`src/rtl/md_pkg.sv`:
```
// Shared definitions for the MULT/DIV sequencer: FSM states and the
// controlType / StoreMD encodings used by the main control decode.
package md_pkg;

  typedef enum logic [2:0] {
    ST_IDLE = 3'd0,
    ST_MULT = 3'd1,
    ST_DIV  = 3'd2,
    ST_FIX  = 3'd3,
    ST_ZERO = 3'd4
  } md_state_e;

  localparam logic [4:0] MD_OP_DIV  = 5'b01001;
  localparam logic [4:0] MD_OP_MULT = 5'b01010;

  localparam logic [1:0] MD_STORE_DIV  = 2'b01;
  localparam logic [1:0] MD_STORE_MULT = 2'b10;

  // StoreMD select for a finished operation
  function automatic logic [1:0] md_store_sel(input logic is_div);
    return is_div ? MD_STORE_DIV : MD_STORE_MULT;
  endfunction

endpackage

```
`src/rtl/md_if.sv`:
```
// Request/result bundle between the main control FSM and the MULT/DIV sequencer.
interface md_if #(parameter int WIDTH = 32);
  logic             start;
  logic             multOp;
  logic             divOp;
  logic [WIDTH-1:0] a;
  logic [WIDTH-1:0] b;
  logic             busy;
  logic             done;
  logic             divZero;
  logic [WIDTH-1:0] hi;
  logic [WIDTH-1:0] lo;

  modport master (
    output start, multOp, divOp, a, b,
    input  busy, done, divZero, hi, lo
  );

  modport slave (
    input  start, multOp, divOp, a, b,
    output busy, done, divZero, hi, lo
  );
endinterface

```
`src/rtl/md_step.sv`:
```
// One iteration of the sequencer on the {acc,q} pair: right-shifting
// shift-add for multiply, left-shifting restoring subtract for divide.
module md_step
  import md_pkg::*;
#(
  parameter int WIDTH = 32
) (
  input  logic             is_div,
  input  logic [WIDTH:0]   acc,
  input  logic [WIDTH-1:0] q,
  input  logic [WIDTH-1:0] m,
  output logic [WIDTH:0]   acc_n,
  output logic [WIDTH-1:0] q_n
);

  logic [WIDTH:0] sum_s;
  logic [WIDTH:0] sh_s;
  logic [WIDTH:0] diff_s;

  // Next {acc,q} for the selected operation
  always_comb begin
    sum_s  = '0;
    sh_s   = '0;
    diff_s = '0;
    acc_n  = acc;
    q_n    = q;
    if (is_div) begin
      sh_s   = {acc[WIDTH-1:0], q[WIDTH-1]};
      diff_s = sh_s - {1'b0, m};
      // Divisor magnitude is at most 2^(WIDTH-1), so diff_s[WIDTH] is a true borrow
      if (diff_s[WIDTH]) begin
        acc_n = sh_s;
        q_n   = {q[WIDTH-2:0], 1'b0};
      end else begin
        acc_n = diff_s;
        q_n   = {q[WIDTH-2:0], 1'b1};
      end
    end else begin
      if (q[0]) begin
        sum_s = acc + {1'b0, m};
      end else begin
        sum_s = acc;
      end
      acc_n = {1'b0, sum_s[WIDTH:1]};
      q_n   = {sum_s[0], q[WIDTH-1:1]};
    end
  end

endmodule

```
`src/rtl/mult_div_sequencer.sv`:
```
// Multicycle signed multiply / divide sequencer writing HI/LO; one iteration
// per clock on operand magnitudes, signs applied in a final FIX cycle.
module mult_div_sequencer
  import md_pkg::*;
#(
  parameter int WIDTH = 32
) (
  input  logic clk,
  input  logic reset,
  md_if.slave  bus
);

  localparam int CNT_W = $clog2(WIDTH) + 1;
  localparam int PW    = 2 * WIDTH;

  md_state_e        state_r;
  logic [CNT_W-1:0] cnt_r;
  logic [WIDTH:0]   acc_r;
  logic [WIDTH-1:0] q_r;
  logic [WIDTH-1:0] m_r;
  logic             neg_q_r;
  logic             neg_r_r;
  logic             op_div_r;
  logic             busy_r;
  logic             done_r;
  logic             divzero_r;
  logic [WIDTH-1:0] hi_r;
  logic [WIDTH-1:0] lo_r;

  logic [WIDTH:0]   acc_n_s;
  logic [WIDTH-1:0] q_n_s;
  logic [WIDTH-1:0] a_mag_s;
  logic [WIDTH-1:0] b_mag_s;
  logic [PW-1:0]    prod_mag_s;
  logic [PW-1:0]    prod_s;
  logic [WIDTH-1:0] quo_s;
  logic [WIDTH-1:0] rem_s;

  md_step #(.WIDTH(WIDTH)) u_step (
    .is_div (state_r == ST_DIV),
    .acc    (acc_r),
    .q      (q_r),
    .m      (m_r),
    .acc_n  (acc_n_s),
    .q_n    (q_n_s)
  );

  // Operand magnitudes (-2^(WIDTH-1) maps to unsigned 2^(WIDTH-1)) and signed results
  always_comb begin
    a_mag_s    = bus.a[WIDTH-1] ? (~bus.a + WIDTH'(1)) : bus.a;
    b_mag_s    = bus.b[WIDTH-1] ? (~bus.b + WIDTH'(1)) : bus.b;
    prod_mag_s = {acc_r[WIDTH-1:0], q_r};
    prod_s     = neg_q_r ? (~prod_mag_s + PW'(1)) : prod_mag_s;
    quo_s      = neg_q_r ? (~q_r + WIDTH'(1)) : q_r;
    rem_s      = neg_r_r ? (~acc_r[WIDTH-1:0] + WIDTH'(1)) : acc_r[WIDTH-1:0];
  end

  // Sequencer FSM, iteration datapath and registered outputs
  always_ff @(posedge clk or posedge reset) begin
    if (reset) begin
      state_r   <= ST_IDLE;
      cnt_r     <= '0;
      acc_r     <= '0;
      q_r       <= '0;
      m_r       <= '0;
      neg_q_r   <= 1'b0;
      neg_r_r   <= 1'b0;
      op_div_r  <= 1'b0;
      busy_r    <= 1'b0;
      done_r    <= 1'b0;
      divzero_r <= 1'b0;
      hi_r      <= '0;
      lo_r      <= '0;
    end else begin
      done_r    <= 1'b0;
      divzero_r <= 1'b0;
      case (state_r)
        ST_IDLE: begin
          if (bus.start && (bus.multOp ^ bus.divOp)) begin
            acc_r    <= '0;
            cnt_r    <= CNT_W'(WIDTH);
            busy_r   <= 1'b1;
            op_div_r <= bus.divOp;
            neg_q_r  <= bus.a[WIDTH-1] ^ bus.b[WIDTH-1];
            neg_r_r  <= bus.a[WIDTH-1];
            if (bus.multOp) begin
              m_r     <= a_mag_s;
              q_r     <= b_mag_s;
              state_r <= ST_MULT;
            end else if (bus.b == '0) begin
              state_r <= ST_ZERO;
            end else begin
              m_r     <= b_mag_s;
              q_r     <= a_mag_s;
              state_r <= ST_DIV;
            end
          end else begin
            state_r <= ST_IDLE;
          end
        end
        ST_MULT, ST_DIV: begin
          acc_r <= acc_n_s;
          q_r   <= q_n_s;
          cnt_r <= cnt_r - CNT_W'(1);
          if (cnt_r == CNT_W'(1)) begin
            state_r <= ST_FIX;
          end else begin
            state_r <= state_r;
          end
        end
        ST_FIX: begin
          if (md_store_sel(op_div_r) == MD_STORE_DIV) begin
            hi_r <= rem_s;
            lo_r <= quo_s;
          end else begin
            hi_r <= prod_s[PW-1:WIDTH];
            lo_r <= prod_s[WIDTH-1:0];
          end
          done_r  <= 1'b1;
          busy_r  <= 1'b0;
          state_r <= ST_IDLE;
        end
        ST_ZERO: begin
          done_r    <= 1'b1;
          divzero_r <= 1'b1;
          busy_r    <= 1'b0;
          state_r   <= ST_IDLE;
        end
        default: begin
          busy_r  <= 1'b0;
          state_r <= ST_IDLE;
        end
      endcase
    end
  end

  assign bus.busy    = busy_r;
  assign bus.done    = done_r;
  assign bus.divZero = divzero_r;
  assign bus.hi      = hi_r;
  assign bus.lo      = lo_r;

endmodule

```
`src/flat_wrapper.sv`:
```
// flat-port wrapper written by rule: the top's interface ports become plain ports
module mult_div_sequencer_flat import md_pkg::*;
#(
  parameter int WIDTH = 32
)
  (clk, reset, bus_start, bus_multOp, bus_divOp, bus_a, bus_b, bus_busy, bus_done, bus_divZero, bus_hi, bus_lo);
  md_if #(.WIDTH(WIDTH)) bus_i ();
  input  logic clk;
  input  logic reset;
  input wire logic [$bits(bus_i.start)-1:0] bus_start;
  input wire logic [$bits(bus_i.multOp)-1:0] bus_multOp;
  input wire logic [$bits(bus_i.divOp)-1:0] bus_divOp;
  input wire logic [$bits(bus_i.a)-1:0] bus_a;
  input wire logic [$bits(bus_i.b)-1:0] bus_b;
  output wire logic [$bits(bus_i.busy)-1:0] bus_busy;
  output wire logic [$bits(bus_i.done)-1:0] bus_done;
  output wire logic [$bits(bus_i.divZero)-1:0] bus_divZero;
  output wire logic [$bits(bus_i.hi)-1:0] bus_hi;
  output wire logic [$bits(bus_i.lo)-1:0] bus_lo;
  assign bus_i.start = bus_start;
  assign bus_i.multOp = bus_multOp;
  assign bus_i.divOp = bus_divOp;
  assign bus_i.a = bus_a;
  assign bus_i.b = bus_b;
  assign bus_busy = bus_i.busy;
  assign bus_done = bus_i.done;
  assign bus_divZero = bus_i.divZero;
  assign bus_hi = bus_i.hi;
  assign bus_lo = bus_i.lo;
  mult_div_sequencer #(.WIDTH(WIDTH)) u_core (.clk(clk), .reset(reset), .bus(bus_i));
endmodule
```
`config.mk`:
```
export PLATFORM = sky130hd
export DESIGN_NAME = mult_div_sequencer_flat
export DESIGN_NICKNAME = d
export VERILOG_FILES = /design/src/rtl/md_pkg.sv /design/src/rtl/md_if.sv /design/src/rtl/md_step.sv /design/src/rtl/mult_div_sequencer.sv /design/src/flat_wrapper.sv
export SDC_FILE = /design/constraint.sdc
export NUM_CORES = 1
export LEC_CHECK = 0
export BUFFER_PORTS_ARGS = -buffer_cell sky130_fd_sc_hd__buf_2
export CORE_ASPECT_RATIO = 1.2
export CORE_MARGIN = 2
export CORE_UTILIZATION = 42
export DETAILED_ROUTE_END_ITERATION = 8
export PLACE_DENSITY_LB_ADDON = 0.15
export SLEW_MARGIN = 10
export SYNTH_ARGS = -nofsm -noshare
export SYNTH_HDL_FRONTEND = slang
export SYNTH_SLANG_ARGS = --single-unit
export TNS_END_PERCENT = 50
```
`constraint.sdc`:
```
create_clock -name clk -period 5.4 [get_ports clk]
set_clock_uncertainty 0.2 [all_clocks]
set_input_delay 0.27 -clock clk [delete_from_list [all_inputs] [get_ports clk]]
set_output_delay 0.27 -clock clk [all_outputs]
set_load 0.05 [all_outputs]
```
* Word-level counts from Yosys, hierarchy flattened
Index checks and enable logic that the tools add are counted.
Storage, ports and cells: word-level logic and storage cells 82, flip-flop bits (word level) 176
Cells by class: muxes and demuxes 32, eq/ne operators 10, bitwise operators 8, $add $sub $neg 8, reductions and logical operators 11
Operators with widths (number):
- $mux 32 | 12
- $mux 33 | 4
- $add 32x1->32 const B | 4
- $not 32->32 | 4
- $pmux 33 s2 | 1
- $add 64x1->64 const B | 1
- $mux 64 | 1
- $not 64->64 | 1
- $pmux 32 s2 | 1
- $add 33x32->33 | 1
- $sub 33x32->33 | 1
- $logic_not 32->1 | 1
- $mux 3 | 4
- $pmux 6 s2 | 1
- $eq 3x2->1 const B | 2
- $eq 6x1->1 const B | 1
- $mux 6 | 1
- $pmux 3 s2 | 1
- $reduce_and 2->1 | 3
- $reduce_and 3->1 | 2
- $sub 6x1->6 const B | 1
- $mux 1 | 4
- $ne 2x1->1 const B | 2
- $reduce_or 2->1 | 2
- other kinds (12) | 13

* Depth between registers and ports, before layout
depth in word-level cells 7, mapped depth 19

* Cells and area by module
Synthesis repeated with hierarchy kept, for this count alone.
Second synthesis, totals: cell total of the unflattened synthesis 1863, area, all modules 15352.2 um^2
By module, submodules not included:
- mult_div_sequencer | seq. area each 4404.2 um^2, instances 1, cells an instance 1152, area each 10475.0 um^2
- md_step | seq. area each 0.0 um^2, instances 1, cells an instance 711, area each 4877.2 um^2

* Worst setup path after synthesis
No wires, ideal clock.
path type reg2reg, from register u_core.q_r[31], to register u_core.acc_r[25], period minus slack after synthesis 3.923 ns, path buffers 2, required time 5.078 ns, setup time 0.122 ns, arrival time 3.601 ns, setup slack 1.477 ns, stages on the path, launching flop included 19, cell sequence dfrtp_1 inv_1 ha_1 fa_1 nor2b_1 o2111ai_1 a21oi_1 o2111ai_1 nand3_1 nand4_1 a31oi_1 o21ai_0 a21oi_1 ha_1 clkbuf_1 clkbuf_1 o21ai_0 o2111ai_1 a32o_1
Between the ends: longest elaborated chain between the ends 4
Ends and longest elaborated chain:
- start, declared | RTL line mult_div_sequencer.sv:19 | logic [WIDTH-1:0] q_r;
- start signal, assigned | RTL line mult_div_sequencer.sv:88 | q_r <= b_mag_s;
- start signal, assigned | RTL line mult_div_sequencer.sv:94 | q_r <= a_mag_s;
- start signal, assigned | RTL line mult_div_sequencer.sv:103 | q_r <= q_n_s;
- $sub 33x32->33 | RTL line md_step.sv:29 | diff_s = sh_s - {1'b0, m};
- $mux 33 | RTL line md_step.sv:31 | if (diff_s[WIDTH]) begin
- $mux 33 | RTL line md_step.sv:27 | if (is_div) begin
- $pmux 33 s2 | RTL line mult_div_sequencer.sv:77 | case (state_r)
- end signal, assigned | RTL line mult_div_sequencer.sv:102 | acc_r <= acc_n_s;
- end, declared | RTL line mult_div_sequencer.sv:18 | logic [WIDTH:0] acc_r;
No other way between the ends. A chain may end at the register's enable or synchronous reset.

* Worst setup path after layout
Ends and elaborated chain as after synthesis.

==> flow_metrics.py <==
metrics = {
    "routing": {
        "drc": 0,
        "first_iter_violations": 895,
        "dr_wl_met3_mm": 1.88,
        "drt-met1-wl_mm": 20.4,
        "ant_nets": 0,
        "firstDrtPassIters": 5,
        "wl_per_cell_um": 19.7,
        "wl_mm": 48.7,
        "num_vias": 14200,
        "dr.max_layer_used": "met4",
        "wl_met2_mm": 24.3,
        "via_per_inst": 5.74,
    },
    "clocking": {
        "cts_max_path_buffers": 2,
        "root_buffer": "clkbuf_16",
        "htree_num_levels": 4,
        "cts_made_buffers": 17,
        "clk_latency_ns": 0.46,
        "clk_pin_slew_ns": 0.07,
        "cts_tree": "done",
        "cts_sinks": 176,
    },
    "synth": {
        "synth.avg_cell_area_um2": 7.63,
        "netlist_area_um2": 14800,
        "synth_fp_nets": 2079,
        "ys_seq_area_share_pct": 29.8,
        "synthArstFlopShare_pct": 100,
        "synth.area.top_cells": "dfrtp_1 30%, o21ai_0 7.4%, nand2_1 7.4%, a21oi_1 7.2%, ha_1 6.1%",
        "synth_edf_count": 0,
        "synth_flop_cell": "dfrtp_1",
        "ys_seq_elements": 176,
        "synth_top_area_share_pct": 29.8,
        "synthTopCellsByCount": "290 x nand2_1, 219 x o21ai_0, 212 x a21oi_1",
        "synth.largest_area_cell": "dfrtp_1",
        "yosysMostFrequentCell": "nand2_1",
        "synth.distinct_cells": 78,
        "ys_warn_count": 0,
        "syn-instance-count": 1936,
    },
    "placement": {
        "postPlaceCellArea_um2": 15800,
        "place.gp.congestion": 0.946,
        "dp_hpwl_mm": 37.0,
        "post-place-cells": 2434,
        "portBuffers": 135,
    },
    "die": {
        "start_util_pct": 42.5,
        "dieArea_um2": 36700,
        "dieWidth_um": 175,
        "core-area_um2": 34800,
        "die_y_um": 209,
        "io_pins": 136,
        "core.rowCount": 75,
    },
    "global_route": {
        "grt_pass1_vias": 13400,
        "antenna_found_initial": 0,
        "track_usage_pct": 26.7,
        "overflow": 0,
        "grt_max_degree": 135,
        "grt_pass1_wl_mm": 75.8,
    },
    "final_layout": {
        "num_antenna_cells": 0,
        "nNetsFinal": 2139,
        "layout-drive-gt1-share_pct": 11.4,
        "final_cell_count_no_fill": 2469,
        "area_growth_pct": 11.0,
        "final_cell_area_um2": 16400,
    },
    "sta": {
        "max_freq_mhz": 216,
        "setup_viol": 0,
        "holdWs_ns": 0.0185,
        "worstMarginPinSlew_ns": 1.04,
        "fin_crit_sh_pct": 85.8,
        "period_needed_ns": 4.64,
        "hold_viol": 0,
        "slew_violations": 0,
        "rsz0062_at_grt": "false",
        "slew_headroom_pct": 29.6,
        "tns_ns": 0,
    },
    "status": {
        "status": "finished, final reports clean",
    },
    "critical_path": {
        "path_class": "reg -> reg",
        "cp-end-kind": "flip-flop",
        "cp.required_ns": 5.55,
        "worstSetupStartpointType": "flip-flop",
        "worstPathArrival_ns": 4.79,
        "rrSetupSlack_ns": 0.76,
        "worstPathMaxFanout": 13,
    },
    "min_path": {
        "hold_path_class": "in -> reg",
    },
    "job": {
        "maxCapViolCount": 0,
    },
    "pwr": {
        "p_leak_nw": 7.36,
        "power.density_nw_per_um2": 776,
        "peakVddDrop_mv": 0.331,
    },
}
## critical path, stage by stage, from the launching register on
cell	delay (ns)
dfrtp_1	0.42
inv_1	0.12
ha_1	0.23
fa_1	0.41
nor2b_1	0.17
o2111ai_1	0.15
a21oi_1	0.29
o2111ai_1	0.21
nand3_1	0.22
nand4_1	0.20
a31oi_1	0.29
o21ai_0	0.11
a21oi_1	0.19
ha_1	0.29
inv_1	0.41
or3_1	0.19
o2111ai_1	0.11
a32o_1	0.30
## sequential cells by signal, indices dropped and copies added, names as in the netlist
| name | cells |
|---|---|
| u_core.cnt_r | 6 |
| u_core.neg_q_r | 1 |
| u_core.bus.busy | 1 |
| u_core.bus.lo | 32 |
| u_core.bus.divZero | 1 |
| u_core.acc_r | 33 |
| u_core.q_r | 32 |
| u_core.bus.done | 1 |
| u_core.bus.hi | 32 |
| u_core.op_div_r | 1 |
| u_core.neg_r_r | 1 |
| u_core.state_r | 3 |
| u_core.m_r | 32 |
## per-layer routing
layer	vias up	GRT usage, %
met5	-	0
met2	389	46.3
met4	0	13.0
met3	79	2.63
met1	6731	33.0
li1	6985	-
## stage by stage
stage	setup WS (ns)	utilization, %	power (W)
2_1_floorplan	0.156	-	0.00911
3_3_place_gp	0.944	45.3	0.0113
3_5_place_dp	0.835	45.3	0.0114
4_1_cts	0.809	47.1	0.0127
5_1_grt	0.406	47.1	0.0138
6_report	0.764	47.1	0.0127
## power by group
part | internal, W | switching [W] | total, W
logic | 0.00308 | 0.00561 | 0.00870
clock network | 0.000708 | 0.000569 | 0.00128
registers | 0.00195 | 0.000803 | 0.00275
## final cells by class
type	instances	area (µm²)
Clock inverter	10	126
Timing Repair Buffer	171	973
Multi-Input combinational cell	1562	9600
Inverter	68	260
Sequential cell	176	4400
Fill cell	3509	18400
Clock buffer	20	457
Tap cell	462	578
## path summary, 6_finish.rpt
kind | start | end | depth (start not counted)
worst max register to register | u_core.q_r[31] | u_core.acc_r[25] | 17
max in group asynchronous | reset | u_core.q_r[27] | 4
worst max-delay path | u_core.q_r[31] | u_core.acc_r[25] | 17
worst min register to register | u_core.bus.hi[17] | u_core.bus.hi[17] | 2
min in group asynchronous | reset | u_core.bus.hi[15] | 3
worst min-delay path | bus_b[30] | u_core.state_r[2] | 3
## kinds of logic after synthesis
| family | after synthesis | synth area share, % |
|---|---|---|
| AOI/OAI and AO/OA | 653 | 26.3 |
| xor gates and xnor gates | 170 | 10.1 |
| and+or+nand+nor | 630 | 19.6 |
| DFF | 176 | 29.8 |
| adders and majority gates | 74 | 6.37 |
| buffers and inverters | 198 | 5.36 |
| muxes | 35 | 2.45 |
## placed cells by master (no fill, tap or decap), types with 10 or more instances in the layout
cell type  count
nor2b_1       12
a21boi_0      11
a21oi_1      212
o41ai_1       16
nand3_1       37
a21o_1        32
or4_1         14
ha_1          72
clkbuf_16     17
inv_1         67
nor4_1        19
o211ai_1      14
nor3_1        30
nand4_1       10
dfrtp_1      176
nand2_1      290
buf_2        134
buf_4         31
xnor2_1       76
a31oi_1       11
nand2b_1      19
mux2i_1       26
o21ai_0      219
o21ai_1       13
xor2_1        94
nor2_1       140
o31ai_1       29
or3_1         12
a211oi_1      13
## timing repair
| item | in CTS | in global routing |
|---|---|---|
| hold endpoints to repair | 44 | 0 |
| hold buffers | 5 | 0 |
| resized for setup | 0 | 0 |
| buffers inserted | 0 | 0 |
Power figures use the tool's default switching activity.
